$ cat config.mk
export PLATFORM = sky130hd
export DESIGN_NAME = mem_arbiter
export DESIGN_NICKNAME = d
export VERILOG_FILES = /design/src/rtl/mem_arbiter.sv
export SDC_FILE = /design/constraint.sdc
export NUM_CORES = 1
export LEC_CHECK = 0
export CAP_MARGIN = 30
export CELL_PAD_IN_SITES_DETAIL_PLACEMENT = 0
export CELL_PAD_IN_SITES_GLOBAL_PLACEMENT = 1
export CORE_MARGIN = 2
export CORE_UTILIZATION = 32
export DETAILED_ROUTE_END_ITERATION = 16
export PLACE_DENSITY_LB_ADDON = 0.12
export SYNTH_ARGS = -nofsm -noshare
export SYNTH_HDL_FRONTEND = slang
export SYNTH_SLANG_ARGS = --single-unit
$ cat constraint.sdc
create_clock -name clk -period 4.5 [get_ports clk]
set_input_delay 0.45 -clock clk [delete_from_list [all_inputs] [get_ports clk]]
set_output_delay 0.45 -clock clk [all_outputs]
set_load 0.01 [all_outputs]
$ cat src/rtl/mem_arbiter.sv
//============================================================================
// mem_arbiter
//   Two-port arbiter onto a single data-memory port (IDLE/ACCESS/DONE).
//   Revision: 1.0
//============================================================================
`default_nettype none

module mem_arbiter #(
   parameter int unsigned FIXED_PRIO = 0
) (
   input  logic        clk,
   input  logic        rst,
   input  logic        req0,
   input  logic        req1,
   input  logic        we0,
   input  logic        we1,
   input  logic [31:0] adr0,
   input  logic [31:0] adr1,
   input  logic [31:0] wdata0,
   input  logic [31:0] wdata1,
   output logic        ack0,
   output logic        ack1,
   output logic [31:0] rdata0,
   output logic [31:0] rdata1,
   output logic [31:0] mem_adr,
   output logic [31:0] to_be_written_data,
   output logic        MemWrite,
   input  logic [31:0] read_data,
   output logic        busy
);

   typedef enum logic [1:0] {
      IDLE   = 2'd0,
      ACCESS = 2'd1,
      DONE   = 2'd2
   } state_t;

   state_t      state;
   state_t      state_nx;
   logic        gsel;
   logic        grant_nx;
   logic        last;
   logic        lat_we;
   logic [31:0] lat_adr;
   logic [31:0] lat_wdata;

   always_ff @(posedge clk or negedge rst) begin
      if (!rst) begin
         state <= IDLE;
      end else begin
         state <= state_nx;
      end
   end

   always_comb begin
      state_nx = state;
      grant_nx = gsel;
      case (state)
         IDLE: begin
            if (req0 && req1) begin
               // last resets to 1, so the first tie goes to port 0 in both modes
               grant_nx = (FIXED_PRIO != 0) ? 1'b0 : ~last;
               state_nx = ACCESS;
            end else if (req0) begin
               grant_nx = 1'b0;
               state_nx = ACCESS;
            end else if (req1) begin
               grant_nx = 1'b1;
               state_nx = ACCESS;
            end
         end
         ACCESS:  state_nx = DONE;
         DONE:    state_nx = IDLE;
         default: state_nx = IDLE;
      endcase
   end

   always_ff @(posedge clk or negedge rst) begin
      if (!rst) begin
         gsel      <= 1'b0;
         last      <= 1'b1;
         lat_we    <= 1'b0;
         lat_adr   <= 32'd0;
         lat_wdata <= 32'd0;
         rdata0    <= 32'd0;
         rdata1    <= 32'd0;
      end else begin
         if (state == IDLE && state_nx == ACCESS) begin
            gsel      <= grant_nx;
            lat_we    <= grant_nx ? we1    : we0;
            lat_adr   <= grant_nx ? adr1   : adr0;
            lat_wdata <= grant_nx ? wdata1 : wdata0;
         end
         if (state == ACCESS && !lat_we) begin
            if (gsel) begin
               rdata1 <= read_data;
            end else begin
               rdata0 <= read_data;
            end
         end
         if (state == DONE) begin
            last <= gsel;
         end
      end
   end

   // Decoded from the state register so an asynchronous reset kills the write at once
   assign MemWrite           = (state == ACCESS) && lat_we;
   assign mem_adr            = lat_adr;
   assign to_be_written_data = lat_wdata;
   assign ack0               = (state == DONE) && !gsel;
   assign ack1               = (state == DONE) && gsel;
   assign busy               = (state != IDLE);

endmodule

`default_nettype wire

* Word-level counts from Yosys, hierarchy flattened
Cells that the tools add are included.
** Storage, ports and cells
- Register bits after elaboration :: 133
- Bits in latches :: 0
- Memory bits (writable) :: 0
- Memory bits (read-only) :: 0
- Output and inout port bits :: 132
- Word-level logic and storage cells :: 36
- Memories kept :: 0
** Cells by class
- Add/sub/neg operators :: 0
- $mul :: 0
- Div/mod/pow operators :: 0
- Magnitude comparators :: 0
- Eq/ne operators :: 3
- Shifts and indexed selects :: 0
- Multiplexer cells :: 11
- Bitwise logic cells :: 2
- Reduce and logical (&&, ||, !) cells :: 12
** Operators with widths (number)
- $mux 32 :: 2
- $logic_and 1x1->1 :: 6
- $mux 2 :: 3
- $mux 1 :: 5
- $eq 2x1->1 const B :: 2
- $pmux 2 s2 :: 1
- $reduce_and 2->1 :: 2
- $eq 2x2->1 const B :: 1
- $logic_not 1->1 :: 2
- $logic_not 2->1 :: 1
- $not 1->1 :: 2
- $reduce_bool 2->1 :: 1

* Depth between registers and ports, before layout
Gate-level depths: netlist (run 1).
- Word-level depth :: 6
- Depth in mapped cells :: 6
- Gate-level depth less buffers :: 4

* Worst setup path before layout (run 1)
Ideal clock, no wire load.
- Path type :: input port to flip-flop
- Start point :: input port req0
- End point :: register lat_adr[0], in the netlist mem_adr[0]
- Library setup time :: 0.132 ns
- Arrival :: 1.593 ns
- Slack :: 2.775 ns
- Cell stages on the path :: 6
- Path buffers :: 2
- Path through :: or3b_1 a32oi_2 buf_6 buf_6 mux2i_1 o21ai_1
** On the way
- Word-level cells in the longest chain between the ends :: 5
** RTL lines
- start, declared :: RTL line 13 : input logic req0,
- $mux 2 / $logic_and 1x1->1 (equally long branches) :: RTL line 64, 60
- $mux 2 :: RTL line 60 : if (req0 && req1) begin
- $pmux 2 s2 :: RTL line 58 : case (state)
- $eq 2x1->1 :: RTL line 88 : if (state == IDLE && state_nx == ACCESS) begin
- $logic_and 1x1->1 :: RTL line 88
- end signal, assigned :: RTL line 91 : lat_adr <= grant_nx ? adr1 : adr0;
- end, declared :: RTL line 44 : logic [31:0] lat_adr;
Parallel ways exist; a longest one is shown, timed or not.
A chain may end at the register's enable or synchronous reset.

* Worst setup path after layout (run 1)
- Start point :: input port req0
- End point :: register lat_adr[2], in the netlist mem_adr[2]
Same word-level chain as after synthesis.

==> impl_results.md, run 1 <==
- Clk slew on worst S/H paths: 0.06 ns
- Die H: between 100 and 150 um
- Die Wd: 136 um
- Register area: ~3300 um^2
- Final TNS setup: 0 ns
- Layout cells sized above 1: 0.145
- Min Tclk post-route: ~2.4 ns
- Core Rows: 48
- RSZ-0062 raised after global routing: false
- Global-route wire length before repair: about 23,000 um
- Arrival @ worst endpoint: 2.69 ns
- Least-Margin Pin Slew: 0.891 ns
- DRT iter0 DRCs: 119
- Worst skew pair latency: between 0.4 and 0.5 ns
- Total GRT Usage: 0.167
- Place WS: about 1.7 ns
- Status: finished, final reports clean
- Final period utilization: 0.536
- Cells after synthesis: 436
- Post-cts sizing count: 0
- Initial Util: 0.323
- Post-CTS Setup Bufs: 0
- Cts hold-fix bufs: 0
- Area of placed instances: 8730 um^2
- Yosys Warn Count: 0
- Area of the mapped netlist: about 5500 um^2
- Post-route cell area: 9370 um^2
- Post-Syn Area per Cell: around 13 um^2
- Final Hold Vio Count: 0
- Htree depth: 4
- Vias in the first global route: approximately 4,500
- Max VDD drop: ~380 uV
- Final ANT Viol Nets: 0
- Ys async rst share: 1.00
- Syn nets: approximately 600
- Crit. Startpoint: req0
- Area leader, netlist: dfrtp_1
- Vias per inst: between 4 and 5
- CTS tree: yes
- Fin nets: roughly 900
- Most frequent cell after synthesis: dfrtp_1
- Synthesized flop and latch total: 133
- Final setup viols: 0
- EDFF count, synth: 0
- Drt drc: 0
- Die area: 18,400 um^2
- Main flop type after synthesis: dfrtp_1
- CTS max path bufs: 2
- IO buf count: 297
- N_diodes: 0
- Maximum capacitance violations: 0
- Clk root buf: clkbuf_16
- Clock Skews: 0.0113 ns
- Fill count: 1,487
- Crit path launch type: input port
- CTS buffer count: 17
- Routed vias: 4,335
- Crit end category: flip-flop
- Core area: 17,100 um^2
- PwrDens: between 700 and 800 nW/um^2
- Crit path setup slack, layout: 2.09 ns
- Min-delay worst type: in2async
- Top achievable clock speed: 415 MHz
- Final Max Slew Viols: 0
- Sequential area share after synthesis: 0.601
- Critical path type: in2reg
- Max-slew headroom: 0.404
- Grt total ovfl: 0
- DR WL/cell: 15.6 um
- Worst-path fanout max: 48
- Initial antenna violation count: 0
- Largest net degree at the start of global routing: 104
- Cell leakage power: 4.02 nW
- Area delta synth->final: 69.3%
- Largest cells by area after synthesis: dfrtp_1 60%, mux2_2 13%, mux2i_1 12%
- Reg-to-Reg Start: state[1]
- Commonest cells in the netlist: 132 x dfrtp_1, 66 x nand2_1, 65 x mux2i_1
- Pre-antenna DRT Iters: 4
- Ports: 298
- Final HPWL DP: ~11,000 um
- Post-synthesis cell type count: 20
- RePlAce Congestion: 0.742
- Area of the multi-input gates: 2070 um^2
- Yosys top cell area share: 0.597
- CTS Sinks: about 130
- Worst EP required: 4.78 ns
- Total Wirelength: between 15,000 and 20,000 um
metal layers:
metal | up-vias | wire, um | GRT usage
met5 | - | 0 | 0
met1 | 2035 | 5800 | 0.190
met2 | 171 | 7790 | 0.282
li1 | 2110 | - | -
met4 | 0 | 241 | 0.0561
met3 | 19 | 1330 | 0.0722
area by class of cell:
cell class | instances | area share
clock buffer | 18 | 0.0458
timing repair buffer | 305 | 0.328
inverter | 4 | 0.00160
clock inverter | 14 | 0.0187
tap | 225 | 0.0300
sequential | 133 | 0.355
multi-input combinational | 272 | 0.221
registers in the layout, indices dropped and copies added, names as in the netlist:
register,count
rdata0,32
to_be_written_data,32
mem_adr,32
lat_we,1
last,1
rdata1,32
gsel,1
state,2
power breakdown:
| part | switching (W) | internal (W) |
|---|---|---|
| clock | 0.000526 | 0.000876 |
| combinational | 0.00140 | 0.00186 |
| sequential | 0.000319 | 0.00182 |
| total | 0.00224 | 0.00455 |
critical path, cell delays in order:
cell and delay (ns):
clkdlybuf4s50_1 0.54, or3b_1 0.41, a32oi_4 0.18, buf_4 0.68, mux2i_1 0.30, o21ai_1 0.09
cells in the final DEF, fill, tap and decap left out, drive strengths merged, types with 2 or more instances in the layout:
cell type	n
mux2i	65
nor2	3
clkinvlp	3
dfrtp	132
clkinv	5
o21ai	66
nand2	66
mux2	64
bufinv	3
inv	7
nor3b	2
clkdlybuf4s50	296
buf	8
clkbuf	18
logic make-up (layout without fill, tap and decap cells):
logic type             count (synthesis)  count (layout)  synth area share
multiplexers                         129             129             0.248
AO/OA/AOI/OAI                         68              68            0.0640
buffers and inverters                 31             341            0.0305
flip-flops                           133             133             0.601
AND/OR/NAND/NOR                       75              75            0.0563
final timing paths:
check / to / slack, ns / cells past startpoint
setup / recovery: mem_adr[2] / 2.09 / 6
hold / removal: rdata0[15] / 0.39 / 2
setup reg to reg: mem_adr[2] / 2.28 / 5
hold reg to reg: to_be_written_data[9] / 0.48 / 2
max in group asynchronous: rdata1[22] / 3.05 / 4
min in group clk: to_be_written_data[9] / 0.48 / 2
per-stage QoR:
stage	std cells	hold WS, ns	total power, W	utilization
global route	971	0.371	0.00726	0.548
detailed placement	937	0.469	0.00547	0.510
floorplan	436	0.154	0.00378	-
finish	971	0.388	0.00680	0.548
global placement	937	0.461	0.00540	0.510
CTS	969	0.190	0.00691	0.545
Power figures use the tool's default switching activity.
==> run 2: changes to the inputs <==
--- a/config.mk
+++ b/config.mk
@@ -9,7 +9,7 @@
 export CELL_PAD_IN_SITES_DETAIL_PLACEMENT = 0
 export CELL_PAD_IN_SITES_GLOBAL_PLACEMENT = 1
 export CORE_MARGIN = 2
-export CORE_UTILIZATION = 32
+export CORE_UTILIZATION = 27
 export DETAILED_ROUTE_END_ITERATION = 16
 export PLACE_DENSITY_LB_ADDON = 0.12
 export SYNTH_ARGS = -nofsm -noshare
==> constraint.sdc (replaced) <==
create_clock -name clk -period 2.16 [get_ports clk]
set_input_delay 0.216 -clock clk [delete_from_list [all_inputs] [get_ports clk]]
set_output_delay 0.216 -clock clk [all_outputs]
set_load 0.01 [all_outputs]
==> run 2 against run 1 <==
First-iteration DRC count down 0.84%. Cell count up 5.0%. Critical path type is now reg2out. Sequential power up 110%. Largest power group unchanged. Wire length up 6.5%. Total power up 110%. Core utilization down 7.7 points.
==> impl_results.md, run 2 (synthesis results as in run 1) <==
- Initial Util: 0.274 (-0.0490)
- Crit path capture: MemWrite
- Clk root buf: clkbuf_16
- Most frequent cells in the layout: 296 x clkdlybuf4s50_1, 132 x dfrtp_1, 66 x nand2_1
- Util after Layout: 0.471 (-0.0770)
- Crit path launch type: flip-flop
- Status: finished, final reports clean
- RSZ-0062 raised after global routing: false
- Fin nets: 903 (+0.44%)
- Area of placed instances: 8900 um^2 (+1.9%)
- Top achievable clock speed: 495 MHz
- Core area: 20,200 um^2 (+18%)
- R2R Setup Slk: 0.29 ns (-1.99 ns)
- Clock share of power: 0.201 (-0.005)
- Reg-to-Reg Start: state[1]
- Combinational power share: 0.487 (+0.007)
- Dpl cells: 987 (+5.3%)
- Pre-antenna DRT Iters: 4 (unchanged)
- Final setup viols: 0 (unchanged)
- FF-to-FF End: mem_adr[29]
- Total GRT Usage: 0.150 (-0.0173)
- NetSw: 0.00479 W (+110%)
- Final Non-Filler Cells: 1,020 (+5.0%)
- CTS Sinks: 133 (unchanged)
- Clk slew on worst S/H paths: 0.06 ns (about the same)
- Die H: 147 um (+8.6%)
- IO buf count: 297 (unchanged)
- DR WL/cell: 15.8 um (+1.4%)
- CTS tree: yes
- Final Hold Vio Count: 0 (unchanged)
- Core Rows: 52 (+8.3%)
- Worst-case reg-to-reg path depth: 5 (unchanged)
- Global-route wire length before repair: 24,900 um (+6.3%)
- Worst-path fanout max: 4 (-92%)
- Cts hold-fix bufs: 1 (+1)
- Worst path max stage delay: 0.56 ns (-0.12 ns)
- Initial antenna violation count: 0 (unchanged)
- Largest net degree at the start of global routing: 68 (-35%)
- CP cell instances: nor2b_1 > and2_1 > clkdlybuf4s50_1
- Maximum capacitance violations: 0 (unchanged)
- Crit. Startpoint: state[0]
- Fill count: 1,828 (+23%)
- Drt drc: 0 (unchanged)
- Crit end category: output pin
- CTS max path bufs: 2 (unchanged)
- RePlAce Congestion: 0.749 (+0.98%)
- Post-cts sizing count: 0 (unchanged)
- Max-slew headroom: 0.575 (+0.171)
- Routed vias: 4,384 (+1.1%)
- Arrival @ worst endpoint: 1.81 ns (-0.88 ns)
- Critical path type: reg2out
- Vias in the first global route: 4,469 (-0.93%)
- Post-route cell area: 9490 um^2 (+1.3%)
- Final Max Slew Viols: 0 (unchanged)
- Final HPWL DP: 11,700 um (+5.7%)
- Final ANT Viol Nets: 0 (unchanged)
- Htree depth: 4 (unchanged)
- Total Wirelength: 16,200 um (+6.5%)
- Grt total ovfl: 0 (unchanged)
- Clock Skews: 0.00964 ns (-0.00171 ns)
- N_diodes: 0 (unchanged)
- Least-Margin Pin Slew: 0.638 ns (-0.253 ns)
- Final period utilization: 0.936
- Min Tclk post-route: 2.02 ns
- Worst skew pair latency: 0.42 ns (about the same)
- DRT iter0 DRCs: 118 (-0.84%)
- Commonest non-fill, non-tap cell in the layout: clkdlybuf4s50_1
- Die Wd: 147 um (+8.6%)
- Area delta synth->final: 71.5%
- Switching share of total power: 0.336 (+0.00551)
- Worst path slowest cell: clkdlybuf4s50_1
- Cell leakage power: 4.04 nW (+0.52%)
- PwrDens: 1500 nW/um^2 (+110%)
- Part of the power in registers: 0.312 (-0.002)
- Post-CTS Setup Bufs: 0 (unchanged)
- Ports: 298 (unchanged)
- Min-delay worst type: in2async
- Die area: 21,700 um^2 (+18%)
- CTS buffer count: 17 (unchanged)
- Worst EP required: 1.94 ns (-2.84 ns)
- Int Pwr: 0.00947 W (+110%)
- Layout cells sized above 1: 0.149 (+0.00456)
- Vias per inst: 4.30 (-3.7%)
- Max VDD drop: 808 uV (+110%)
run 2: layer usage:
metal	vias up	wire length, um	GRT usage
li1	2118	-	-
met1	2052	6520	0.175
met2	192	7850	0.246
met3	22	1410	0.0599
met4	0	375	0.0591
met5	-	0	0
run 2: power by group through the flow:
stage                     sequential (W)  clock (W)  combinational [W]
final                            0.00445    0.00286            0.00695
after global routing             0.00463    0.00307            0.00748
after CTS                        0.00447    0.00296            0.00708
after detailed placement         0.00449          0            0.00707
after global placement           0.00445          0            0.00699
after floorplan                  0.00500          0            0.00288
run 2: worst min path at each step:
stage                      start         end  slack [ns]
detailed placement           rst  rdata1[26]        0.27
finish                       rst  rdata1[26]        0.39
global placement             rst  rdata1[26]        0.26
CTS                          rst  rdata1[26]        0.40
global route        read_data[6]   rdata1[6]        0.42
floorplan                    rst        gsel       -0.08
run 2: final cells by class:
type                       instances  area (um^2)  share of cell area
clock buffer                      18          429              0.0452
inverter                           4         15.0             0.00158
multi-input combinational        272         2070               0.218
clock inverter                    14          153              0.0161
tap                              270          338              0.0356
sequential                       133         3330               0.351
timing repair buffer             309         3150               0.332
run 2: stage by stage:
step | worst slack [ns] | power (W) | hold slack [ns] | TNS (ns)
finish | 0.138 | 0.0143 | 0.386 | 0
global route | 0.0126 | 0.0152 | 0.422 | 0
CTS | 0.0865 | 0.0145 | 0.399 | 0
detailed placement | -0.000218 | 0.0116 | 0.271 | -0.000218
global placement | 0.0414 | 0.0114 | 0.256 | 0
floorplan | 0.468 | 0.00789 | -0.0796 | 0
run 2: critical path, delay by kind of cell, from the launching register on:
| kind | cells | cell delay, ns |
|---|---|---|
| simple gates | 2 | 0.46 |
| flops | 1 | 0.38 |
| buf+inv | 1 | 0.56 |
==> run 3: changes to the inputs <==
--- a/config.mk
+++ b/config.mk
@@ -10,6 +10,7 @@
 export CELL_PAD_IN_SITES_GLOBAL_PLACEMENT = 1
 export CORE_MARGIN = 2
 export CORE_UTILIZATION = 27
+export CTS_CLUSTER_DIAMETER = 150
 export DETAILED_ROUTE_END_ITERATION = 16
 export PLACE_DENSITY_LB_ADDON = 0.12
 export SYNTH_ARGS = -nofsm -noshare
==> results of run 3 <==
Final layout, timing and power as in run 2 (identical DEF).
